**src/rtl/seq_detect_ctrl_if.sv**
```systemverilog
// Serial bit-stream channel between a bit source and seq_detect_ctrl.
// The master side presents bits; the slave side accepts them and reports Mealy matches.
interface seq_detect_ctrl_if;
  logic in_valid;
  logic in_bit;
  logic in_ready;
  logic match;

  modport master (output in_valid, output in_bit, input in_ready, input match);
  modport slave  (input in_valid, input in_bit, output in_ready, output match);
endinterface

```
**src/rtl/seq_detect_ctrl.sv**
```systemverilog
// Run controller for a programmable serial pattern detector (IDLE/RUN/DONE).
// Define SEQ_DETECT_CTRL_NONOVERLAP_EN to restart the bit window after every match.
module seq_detect_ctrl #(
  parameter int MAX_LEN = 8,
  parameter int LEN_W   = 4,
  parameter int CNT_W   = 8
) (
  input  logic               clk,
  input  logic               reset_n,
  input  logic               cfg_we,
  input  logic [MAX_LEN-1:0] cfg_pattern,
  input  logic [LEN_W-1:0]   cfg_len,
  input  logic [CNT_W-1:0]   cfg_target,
  input  logic               start,
  input  logic               abort,
  seq_detect_ctrl_if.slave   stream,
  output logic [CNT_W-1:0]   match_count,
  output logic               busy,
  output logic               done
);

  typedef enum logic [1:0] {IDLE, RUN, DONE} state_t;

  localparam logic [MAX_LEN-1:0] RST_PAT   = MAX_LEN'(5);
  localparam logic [LEN_W-1:0]   RST_LEN   = LEN_W'(3);
  localparam logic [LEN_W-1:0]   MAX_LEN_L = LEN_W'(MAX_LEN);
  localparam logic [CNT_W-1:0]   CNT_MAX   = '1;

  state_t             state_q;
  logic               busy_q;
  logic               done_q;
  logic [MAX_LEN-1:0] pat_q;
  logic [LEN_W-1:0]   len_q;
  logic [CNT_W-1:0]   tgt_q;
  logic [MAX_LEN-1:0] hist_q;
  logic [LEN_W-1:0]   seen_q;

  logic               accept;
  logic               match_w;
  logic               len_hit;
  logic               pat_hit;
  logic               start_ok;
  logic [MAX_LEN-1:0] hist_next;
  logic [MAX_LEN-1:0] len_mask;
  logic [LEN_W:0]     seen_inc;
  logic [CNT_W-1:0]   count_inc;
  logic [LEN_W-1:0]   start_len;

  assign stream.in_ready = busy_q;
  assign busy            = busy_q;
  assign done            = done_q;

  // Match is judged on the history including the bit being accepted right now.
  assign accept    = stream.in_valid & busy_q;
  assign hist_next = {hist_q[MAX_LEN-2:0], stream.in_bit};
  assign len_mask  = ~({MAX_LEN{1'b1}} << len_q);
  assign seen_inc  = {1'b0, seen_q} + (LEN_W+1)'(1);
  assign len_hit   = seen_inc >= {1'b0, len_q};
  assign pat_hit   = ((hist_next ^ pat_q) & len_mask) == '0;
  assign match_w   = accept & len_hit & pat_hit;
  assign stream.match = match_w;

  assign count_inc = (match_count == CNT_MAX) ? match_count : match_count + CNT_W'(1);

  // A same-cycle config write decides whether the run may start.
  assign start_len = cfg_we ? cfg_len : len_q;
  assign start_ok  = start & ~abort & (start_len != '0) & (start_len <= MAX_LEN_L);

  always_ff @(posedge clk or negedge reset_n) begin
    if (!reset_n) begin
      state_q     <= IDLE;
      busy_q      <= 1'b0;
      done_q      <= 1'b0;
      pat_q       <= RST_PAT;
      len_q       <= RST_LEN;
      tgt_q       <= '0;
      hist_q      <= '0;
      seen_q      <= '0;
      match_count <= '0;
    end else begin
      if (cfg_we && state_q != RUN) begin
        pat_q <= cfg_pattern;
        len_q <= cfg_len;
        tgt_q <= cfg_target;
      end

      case (state_q)
        IDLE, DONE: begin
          if (abort) begin
            state_q <= IDLE;
            done_q  <= 1'b0;
          end else if (start_ok) begin
            state_q     <= RUN;
            busy_q      <= 1'b1;
            done_q      <= 1'b0;
            hist_q      <= '0;
            seen_q      <= '0;
            match_count <= '0;
          end
        end

        RUN: begin
          if (accept) begin
            hist_q <= hist_next;
`ifdef SEQ_DETECT_CTRL_NONOVERLAP_EN
            if (match_w) begin
              seen_q <= '0;
            end else if (seen_q < MAX_LEN_L) begin
              seen_q <= seen_q + LEN_W'(1);
            end
`else
            if (seen_q < MAX_LEN_L) begin
              seen_q <= seen_q + LEN_W'(1);
            end
`endif
          end

          if (match_w) begin
            match_count <= count_inc;
          end

          // Abort outranks reaching the target, but the final match is still counted.
          if (abort) begin
            state_q <= IDLE;
            busy_q  <= 1'b0;
            hist_q  <= '0;
            seen_q  <= '0;
          end else if (match_w && tgt_q != '0 && count_inc == tgt_q) begin
            state_q <= DONE;
            busy_q  <= 1'b0;
            done_q  <= 1'b1;
          end
        end

        default: begin
          state_q <= IDLE;
          busy_q  <= 1'b0;
          done_q  <= 1'b0;
        end
      endcase
    end
  end

endmodule

```
**src/flat_wrapper.sv**
```systemverilog
// flat-port wrapper written by rule: the top's interface ports become plain ports
module seq_detect_ctrl_flat 
#(
  parameter int MAX_LEN = 8,
  parameter int LEN_W   = 4,
  parameter int CNT_W   = 8
)
  (clk, reset_n, cfg_we, cfg_pattern, cfg_len, cfg_target, start, abort, match_count, busy, done, stream_in_valid, stream_in_bit, stream_in_ready, stream_match);
  seq_detect_ctrl_if stream_i ();
  input  logic clk;
  input  logic reset_n;
  input  logic cfg_we;
  input  logic [MAX_LEN-1:0] cfg_pattern;
  input  logic [LEN_W-1:0] cfg_len;
  input  logic [CNT_W-1:0] cfg_target;
  input  logic start;
  input  logic abort;
  output logic [CNT_W-1:0] match_count;
  output logic busy;
  output logic done;
  input wire logic [$bits(stream_i.in_valid)-1:0] stream_in_valid;
  input wire logic [$bits(stream_i.in_bit)-1:0] stream_in_bit;
  output wire logic [$bits(stream_i.in_ready)-1:0] stream_in_ready;
  output wire logic [$bits(stream_i.match)-1:0] stream_match;
  assign stream_i.in_valid = stream_in_valid;
  assign stream_i.in_bit = stream_in_bit;
  assign stream_in_ready = stream_i.in_ready;
  assign stream_match = stream_i.match;
  seq_detect_ctrl #(.MAX_LEN(MAX_LEN), .LEN_W(LEN_W), .CNT_W(CNT_W)) u_core (.clk(clk), .reset_n(reset_n), .cfg_we(cfg_we), .cfg_pattern(cfg_pattern), .cfg_len(cfg_len), .cfg_target(cfg_target), .start(start), .abort(abort), .stream(stream_i), .match_count(match_count), .busy(busy), .done(done));
endmodule
```
**config.mk**
```make
export PLATFORM = sky130hd
export DESIGN_NAME = seq_detect_ctrl_flat
export DESIGN_NICKNAME = d
export VERILOG_FILES = /design/src/rtl/seq_detect_ctrl_if.sv /design/src/rtl/seq_detect_ctrl.sv /design/src/flat_wrapper.sv
export SDC_FILE = /design/constraint.sdc
export NUM_CORES = 1
export LEC_CHECK = 0
export ABC_CLOCK_PERIOD_IN_PS = 2090
export CAP_MARGIN = 10
export CELL_PAD_IN_SITES_DETAIL_PLACEMENT = 1
export CELL_PAD_IN_SITES_GLOBAL_PLACEMENT = 1
export CORE_ASPECT_RATIO = 1.2
export CORE_UTILIZATION = 38
export CTS_CLUSTER_SIZE = 24
export DETAILED_ROUTE_END_ITERATION = 8
export PLACE_DENSITY_LB_ADDON = 0.25
export REMOVE_ABC_BUFFERS = 1
export SYNTH_ARGS = -nofsm -noshare
export SYNTH_HDL_FRONTEND = slang
export SYNTH_SLANG_ARGS = --single-unit
```
**constraint.sdc**
```tcl
create_clock -name clk -period 2.09 [get_ports clk]
set_clock_uncertainty 0.05 [all_clocks]
set_input_delay 0.418 -clock clk [delete_from_list [all_inputs] [get_ports clk]]
set_output_delay 0.418 -clock clk [all_outputs]
set_load 0.01 [all_outputs]
```
After elaboration in Yosys (flattened, before gate mapping):

Cells that the tools add are included.

* add/subtract/negate cells: 3
* order comparisons: 3
* eq/ne operators: 14
* shifts and indexed selects: 1
* muxes and demuxes: 30
* bitwise logic cells: 10
* reductions and logical operators: 15

Operators by type and width (number)
* two-way mux 8 bit: 4
* two-way mux 4 bit: 6
* case mux 8 bit (2 select lines): 1
* two-way mux 7 bit: 2
* case mux 7 bit (2 select lines): 1
* inequality test 3 x 2 -> 1 bit (second input constant): 4
* adder 8 x 1 -> 8 bit (second input constant): 1
* bitwise AND 8 bit: 1
* equality test 8 bit: 1
* equality test 8 bit (second input constant): 1
* zero test 8 bit: 1
* two-way mux 1 bit: 8
* two-way mux 2 bit: 4
* inequality test 2 x 1 -> 1 bit (second input constant): 4
* NOT 8 bit: 1
* case mux 4 bit (2 select lines): 1
* AND reduction 4 bit: 2
* nonzero test 8 bit: 1
* << shifter 8 x 4 -> 8 bit (first input constant): 1
* bitwise XOR 8 bit: 1
* bitwise AND 1 bit: 6
* AND reduction 3 bit: 2
* adder 4 x 1 -> 5 bit (second input constant): 1
* >= comparator 5 x 4 -> 1 bit: 1
* other kinds (16): 20

* bits in registers: 43
* bits of input ports: 27
* output and inout bits: 12
* word-level logic and storage cells: 85

Longest topological paths before layout:

Gate-level depths: netlist of the first run.

* word-level depth: 10
* depth in mapped cells: 8

Least setup slack after synthesis of the first run:

No wires, ideal clock.

* path type: register -> register
* start point: reg u_core.len_q[2]
* end point: reg u_core.state_q[0]
* library setup time: 0.124 ns
* arrival: 2.185 ns
* data required time: 1.916 ns
* setup slack: -0.269 ns
* stages on the path, launching flop included: 7
* buffers on the path: 0
* cell sequence: dfrtp_1 or4_4 a21oi_2 o211ai_2 nor4b_4 nand4b_2 o31a_1

* word-level cells in the longest chain between the ends: 9
* elaborated cells on any way between the ends: 17
* classes of those cells: 2 x order compare; 2 x eq/ne; 1 x shift; 1 x mux; 6 x bitwise; 5 x reduce/logical

RTL lines
* start, declared: line seq_detect_ctrl.sv:33 `logic [LEN_W-1:0] len_q;`
* start signal, assigned: line seq_detect_ctrl.sv:83 `len_q <= cfg_len;`
* << shifter 8 x 4 -> 8 bit: line seq_detect_ctrl.sv:56 `assign len_mask = ~({MAX_LEN{1'b1}} << len_q);`
* NOT 8 bit: line seq_detect_ctrl.sv:56
* bitwise AND 8 bit: line seq_detect_ctrl.sv:59 `assign pat_hit = ((hist_next ^ pat_q) & len_mask) == '0;`
* zero test 8 bit: line seq_detect_ctrl.sv:59
* bitwise AND 1 bit *: line seq_detect_ctrl.sv:60 `assign match_w = accept & len_hit & pat_hit;`
* named net stream_match: line flat_wrapper.sv:24 `output wire logic [$bits(stream_i.match)-1:0] stream_match;`
* logical AND 1 bit * (2 in a row): line seq_detect_ctrl.sv:128 `end else if (match_w && tgt_q != '0 && count_inc == tgt_q) begin`
* inequality test 3 x 2 -> 1 bit (no source line) *
* AND reduction 2 bit (no source line) *
* end signal, assigned: line seq_detect_ctrl.sv:124 `state_q <= IDLE;`
* end signal, assigned: line seq_detect_ctrl.sv:129 `state_q <= DONE;`
* end signal, assigned: line seq_detect_ctrl.sv:136 `state_q <= IDLE;`
* end, declared: line seq_detect_ctrl.sv:29 `state_t state_q;`

Mark *: on every way through the listed nets, which the timed path passes. The rest lies on a longest branch.
A chain may end at the register's enable or synchronous reset.

Worst setup path in the final report of the first run:

* start point: reg u_core.len_q[2]
* end point: out stream_match

* word-level cells in the longest chain between the ends: 5
* elaborated cells on any way between the ends: 7
* classes of those cells: 1 x order compare; 1 x shift; 4 x bitwise; 1 x reduce/logical

RTL lines (line)
* << shifter 8 x 4 -> 8 bit: seq_detect_ctrl.sv:56
* NOT 8 bit: seq_detect_ctrl.sv:56
* bitwise AND 8 bit: seq_detect_ctrl.sv:59
* zero test 8 bit: seq_detect_ctrl.sv:59
* bitwise AND 1 bit *: seq_detect_ctrl.sv:60
* end, declared: flat_wrapper.sv:24

Mark *: on every way between the ends. The rest lies on a longest branch, timed or not.

==> results of run 1 <==
==> path summary, 6_finish.rpt <==
path	from	to	slack (ps)
max	u_core.len_q[2]	stream_match	-370
min	reset_n	u_core.tgt_q[4]	-0.07
max reg2reg	u_core.len_q[2]	u_core.busy	-350
min reg2reg	u_core.done	u_core.done	460
max in group asynchronous	reset_n	u_core.len_q[1]	1420
min in group clk	u_core.done	u_core.done	460
==> per-stage QoR <==
stage | TNS, ps | instances | utilization (%) | hold slack, ps
3_3_place_gp | -7880 | 408 | 51.6 | 332
4_1_cts | -2900 | 418 | 53.8 | 3.58
5_1_grt | -4940 | 422 | 57.0 | 20.7
6_report | -3460 | 422 | 57.0 | -0.0658
3_5_place_dp | -9000 | 408 | 51.6 | 334
2_1_floorplan | -6600 | 239 | - | 72.4
==> layer usage <==
| layer | GRT usage, % | up-vias |
|---|---|---|
| li1 | - | 1095 |
| met1 | 26.6 | 1144 |
| met2 | 36.4 | 28 |
| met3 | 3.03 | 8 |
| met4 | 5.77 | 0 |
| met5 | 0 | - |
==> cells in the mapped netlist, types with 7 or more instances <==
library cell	n	share of area, %
dfrtp_1	39	39
clkbuf_1	11	1.6
a31oi_1	8	2.0
and3_1	7	1.7
o21ai_1	12	2.4
nand2_1	27	4.0
inv_1	7	1.0
nor2_1	10	1.5
xor2_1	8	2.8
xnor2_1	7	2.4
mux2_2	21	9.4
==> state kept, by name, summed over array words and instances (netlist names) <==
signal              cells
u_core.match_count      8
u_core.tgt_q            8
u_core.done             1
u_core.seen_q           4
u_core.pat_q            8
u_core.hist_q           7
u_core.state_q          2
u_core.len_q            4
u_core.busy             1
==> what timing repair did <==
action | CTS | global route
gates cloned | 1 | 0
setup buffers | 1 | 4
pin swaps | 10 | 18
resized for setup | 16 | 31
endpoints found under the setup margin | 17 | 23
==> worst max-delay path: cells and delay by family (launching register included) <==
kind                   cells  cell delay, ps
AO/OA/AOI/OAI              2             260
flip-flops                 1             390
AND/OR/NAND/NOR            2             850
buffers and inverters      1             190
==> cell families (layout without fill, tap and decap cells) <==
logic type               count (synthesis)  in the layout  synth area share (%)
XOR/XNOR                                15             15                  5.25
multiplexers                            24             24                  10.6
AND/OR/NAND/NOR                         82             82                  18.1
adder cells (fa/ha/maj)                  6              6                  3.00
AO/OA/AOI/OAI                           62             62                  16.8
buffers and inverters                   19            105                  3.00
flip-flops                              43             43                  43.2
==> power breakdown <==
part | leakage [nW] | internal [mW] | switching [mW]
Sequential | 0.548 | 0.929 | 0.0876
Combinational | 0.978 | 0.370 | 0.330
Clock | 0.0524 | 0.358 | 0.288
Total | 1.58 | 1.66 | 0.705
==> final cells by class <==
type | instances | area share [%]
Clock buffer | 7 | 2.09
Tap cell | 85 | 2.91
Clock inverter | 1 | 0.822
Timing Repair Buffer | 90 | 22.1
Sequential cell | 43 | 29.6
Multi-Input combinational cell | 189 | 41.8
Inverter | 7 | 0.719
==> flow_summary.toml, run 1 <==
[synth]
synth_top_flop_cell = "dfrtp_1"
syn-cell-area_um2 = 2500
ys_ff_latch = 43
yosysSeqAreaShare_pct = 43.2
ys_types = 48
synth_area_per_cell_um2 = 9.97
synth_edf_count = 0
ys_async_sr_fraction_pct = 100
syn_inst = 251
yosys_warnings = 0

[cts]
clock_latency_ps = 300
hold_buffers = 0
cts-buffers-inserted = 5
cts_buffer_depth = 2
clkTransAtPathRegs_ps = 80
clock-sinks = 43
htree_levels = 2
cts_tree = "done"
root_buffer = "clkbuf_8"

[critical_path]
timing.reg2reg.worst_path_depth = 8
crit_chain = "or4_4 > a21oi_4 > o211ai_2 > nor4b_4 > buf_2"
critPathArrivalTime_ps = 1990
crit_path_end_kind = "output port"
crit_slowest_cell = "or4_4"
cp_max_fo = 2
crit_path_start_kind = "flop"
max_stage_delay_ps = 540
worstPathRequired_ps = 1620
critical_path_class = "reg -> out"

[floorplanning]
die_h_um = 90.9
start_util_pct = 39.1
die_width_um = 76.1
row_count = 32
die_area_um2 = 6920
fp.coreArea_um2 = 6410
ios = 39

[grt]
grt_max_degree = 28
gr-usage-all-layers_pct = 20.8
grt_pass1_wl_um = 11400
grt_pass1_vias = 2357
overflow = 0
antenna_found_initial = 0

[route]
dr_total_vias = 2275
drt_wl_total_um = 7000
met3_length_um = 153
wl_met1_um = 3180
drc_errors = 0
ant_nets = 0
wire_per_inst_um = 16.6
vias_per_cell = 5.39
dr.pass1.iters = 4
top_layer = "met4"
first_iter_violations = 88
routed-wl-met2_um = 3580

[run]
max-cap-violations = 0

[placed_design]
placed_area_um2 = 3310
dpl_worst_slack_ps = -671
port_buffers = 38
dp_hpwl_um = 4940
gp_congestion = 0.821

[timing]
tightestPinTransition_ps = 431
setup_violations = 13
whs_ps = -0.0658
rsz0062_at_grt = "true"
report.final.slew_viol_count = 0
max-slew-margin-rel_pct = 71.3
fmaxAchievable_mhz = 407
period_minus_slack_ps = 2460
worst_slack_ps = -370
hold_viol_final = 1
period_share_pct = 118

[cells_and_area]
synthToLayoutAreaGrowth_pct = 45.9
antenna-diode-count = 0
final_area_um2 = 3650
layout_common_cells = "45 x buf_4, 39 x dfrtp_1, 32 x clkdlybuf4s50_1"
drive_gt1_share_pct = 33.8
multi_input_area_um2 = 1530
final_common_cell = "buf_4"
regArea_um2 = 1080
final_nets = 369
fill_cells = 726

[power_and_ir_drop]
total_power_mw = 2.36
vdd_drop_max_v = 0.000417
p_leak_nw = 1.58
p_per_area_nw_per_um2 = 647

[run_status]
violations = "negative hold slack, negative setup slack"
status = "complete, but fails checks"

[min_path]
min_path_type = "in -> async"
No activity file was read; power rests on OpenSTA's default activity.
==> inputs of run 2 (changes only) <==
--- a/config.mk
+++ b/config.mk
@@ -11,3 +11,3 @@
 export CELL_PAD_IN_SITES_GLOBAL_PLACEMENT = 1
-export CORE_ASPECT_RATIO = 1.2
+export CORE_ASPECT_RATIO = 0.5
 export CORE_UTILIZATION = 38
==> constraint.sdc (replaced) <==
create_clock -name clk -period 2.09 [get_ports clk]
set_clock_uncertainty 0.05 [all_clocks]
set_input_delay 0.627 -clock clk [delete_from_list [all_inputs] [get_ports clk]]
set_output_delay 0.627 -clock clk [all_outputs]
set_load 0.01 [all_outputs]
==> run 2 against run 1 <==
The run ends with negative setup slack left. Clock power rose by 21%. Non-clock buffer count rose by 10. Via count rose by 7.3%. Register-to-register slack got worse by 100 ps. Critical path type unchanged. Largest power group unchanged. Combinational power rose by 22%. Highest routed layer unchanged.
==> flow_summary.toml, run 2 (synthesized netlist as in run 1, its figures left out) <==
[placed_design]
dp_hpwl_um = 5320
gp_congestion = 0.882
port_buffers = 38

[timing]
period_minus_slack_ps = 2650
report.final.slew_viol_count = 0
hold_viol_final = 0
max-slew-margin-rel_pct = 69.8
worst_slack_ps = -564
period_share_pct = 127
whs_ps = 227
fmaxAchievable_mhz = 377
setup_violations = 23
tightestPinTransition_ps = 454
rsz0062_at_grt = "true"

[power_and_ir_drop]
p_int_mw = 1.81
p_comb_share_pct = 32.3
clkPwrFrac_pct = 29.5
p_sw_share_pct = 31.6
vdd_drop_max_v = 0.000295
p_sw_uw = 837
p_seq_share_pct = 38.2
p_per_area_nw_per_um2 = 690
total_power_mw = 2.65
p_leak_nw = 1.70

[critical_path]
r2r_setup_slack_ps = -450
critPathArrivalTime_ps = 1980
max_stage_delay_ps = 490
crit_path_end_kind = "output port"
crit_slowest_cell = "dfrtp_1"
crit_chain = "nand3_4 > xnor2_2 > ha_1 > o21ai_1 > o21ai_1 > nor4b_4 > buf_2"
r2r_start = "u_core.len_q[1]"
cpMostUsedCell = "o21ai_1"
critical_path_class = "reg -> out"
worstPathRequired_ps = 1410
cp_num_buf_inv = 1
r2r_end = "u_core.match_count[0]"
cp_max_fo = 4
timing.reg2reg.worst_path_depth = 11
crit_path_start_kind = "flop"
crit_family = "flip-flops"

[min_path]
min_path_type = "in -> async"

[floorplanning]
die_h_um = 59.4
row_count = 20
die_width_um = 117
die_area_um2 = 6940
ios = 39
start_util_pct = 40.3
fp.coreArea_um2 = 6210

[route]
dr_total_vias = 2440
drt_wl_total_um = 9230
dr.pass1.iters = 4
ant_nets = 0
wire_per_inst_um = 21.2
vias_per_cell = 5.61
first_iter_violations = 112
drc_errors = 0

[cts]
clock-sinks = 43
clock_latency_ps = 290
cts_tree = "done"
clkTransAtPathRegs_ps = 60
cts_buffer_depth = 2
htree_levels = 2
root_buffer = "clkbuf_16"
cts-buffers-inserted = 5

[run_status]
status = "complete, but fails checks"
violations = "negative setup slack"

[cells_and_area]
layout_common_cells = "52 x buf_4, 36 x dfrtp_1, 27 x clkdlybuf4s50_1"
final_nets = 379
antenna-diode-count = 0
synthToLayoutAreaGrowth_pct = 53.4
drive_gt1_share_pct = 42.1
final_common_cell = "buf_4"
largest_registers = "u_core.match_count (8), u_core.pat_q (8), u_core.tgt_q (8)"

[grt]
gr-usage-all-layers_pct = 26.5
grt_pass1_vias = 2593
grt_pass1_wl_um = 13400
antenna_found_initial = 0
grt_max_degree = 20
overflow = 0

[run]
max-cap-violations = 0
## run 2: area by class of cell
| type | instances | area (µm²) |
|---|---|---|
| flip-flops and latches | 43 | 1080 |
| fillers | 681 | 2370 |
| clock inverters | 1 | 5.00 |
| clock buffers | 7 | 133 |
| well taps | 88 | 110 |
| repair buffers | 100 | 918 |
| inverters | 7 | 26.3 |
| multi-input cells | 189 | 1560 |
## run 2: worst max path at each step
stage / start / end / cells after the start / slack [ps]
2_1_floorplan: cfg_len[0] / u_core.seen_q[2] / 6 / -850
5_1_grt: u_core.seen_q[1] / stream_match / 7 / -620
6_report: u_core.seen_q[2] / stream_match / 7 / -560
4_1_cts: u_core.seen_q[1] / stream_match / 7 / -520
3_3_place_gp: stream_in_bit / stream_match / 6 / -1010
3_5_place_dp: stream_in_bit / stream_match / 6 / -1040
## run 2: layer usage
metal  share of wire [%]  GRT usage [%]
met5                   0              0
met4                 3.1           12.8
met3                 3.2           6.44
met2                  50           45.8
met1                  44           31.6
## run 2: timing repair
item                                    4_1_cts  5_1_grt
gates cloned                                  3        0
endpoints found under the setup margin       25       27
hold buffers                                  0        0
setup buffers                                10        6
pin swaps                                    15       15
resized for setup                            35       48
## run 2: stage by stage
stage	instance area, µm²	utilization [%]	instances	TNS [ps]	setup WS (ps)
2_1_floorplan	2450	-	239	-9100	-847
3_3_place_gp	3330	53.6	410	-12240	-1010
3_5_place_dp	3330	53.6	410	-13370	-1040
4_1_cts	3640	58.7	430	-3110	-525
5_1_grt	3840	61.9	435	-7040	-618
6_report	3840	61.9	435	-5580	-564
## run 2: worst reg2reg max path, cell delays in order (launching register included)
cell      delay [ps]
dfstp_2          530
buf_4            150
inv_2             70
ha_4             250
a211oi_2         260
o21ai_1          120
nor4b_4          140
buf_4            140
buf_4            140
buf_6            140
and3_4           170
mux2_2           260
## run 2: power by group through the flow
stage / Sequential [mW] / Combinational [mW] / Clock [mW]
after floorplan: 1.03 / 0.318 / 0
after global placement: 1.02 / 0.637 / 0
after detailed placement: 1.02 / 0.665 / 0
after CTS: 1.01 / 0.768 / 0.783
after global routing: 1.03 / 0.912 / 0.824
final: 1.01 / 0.856 / 0.781
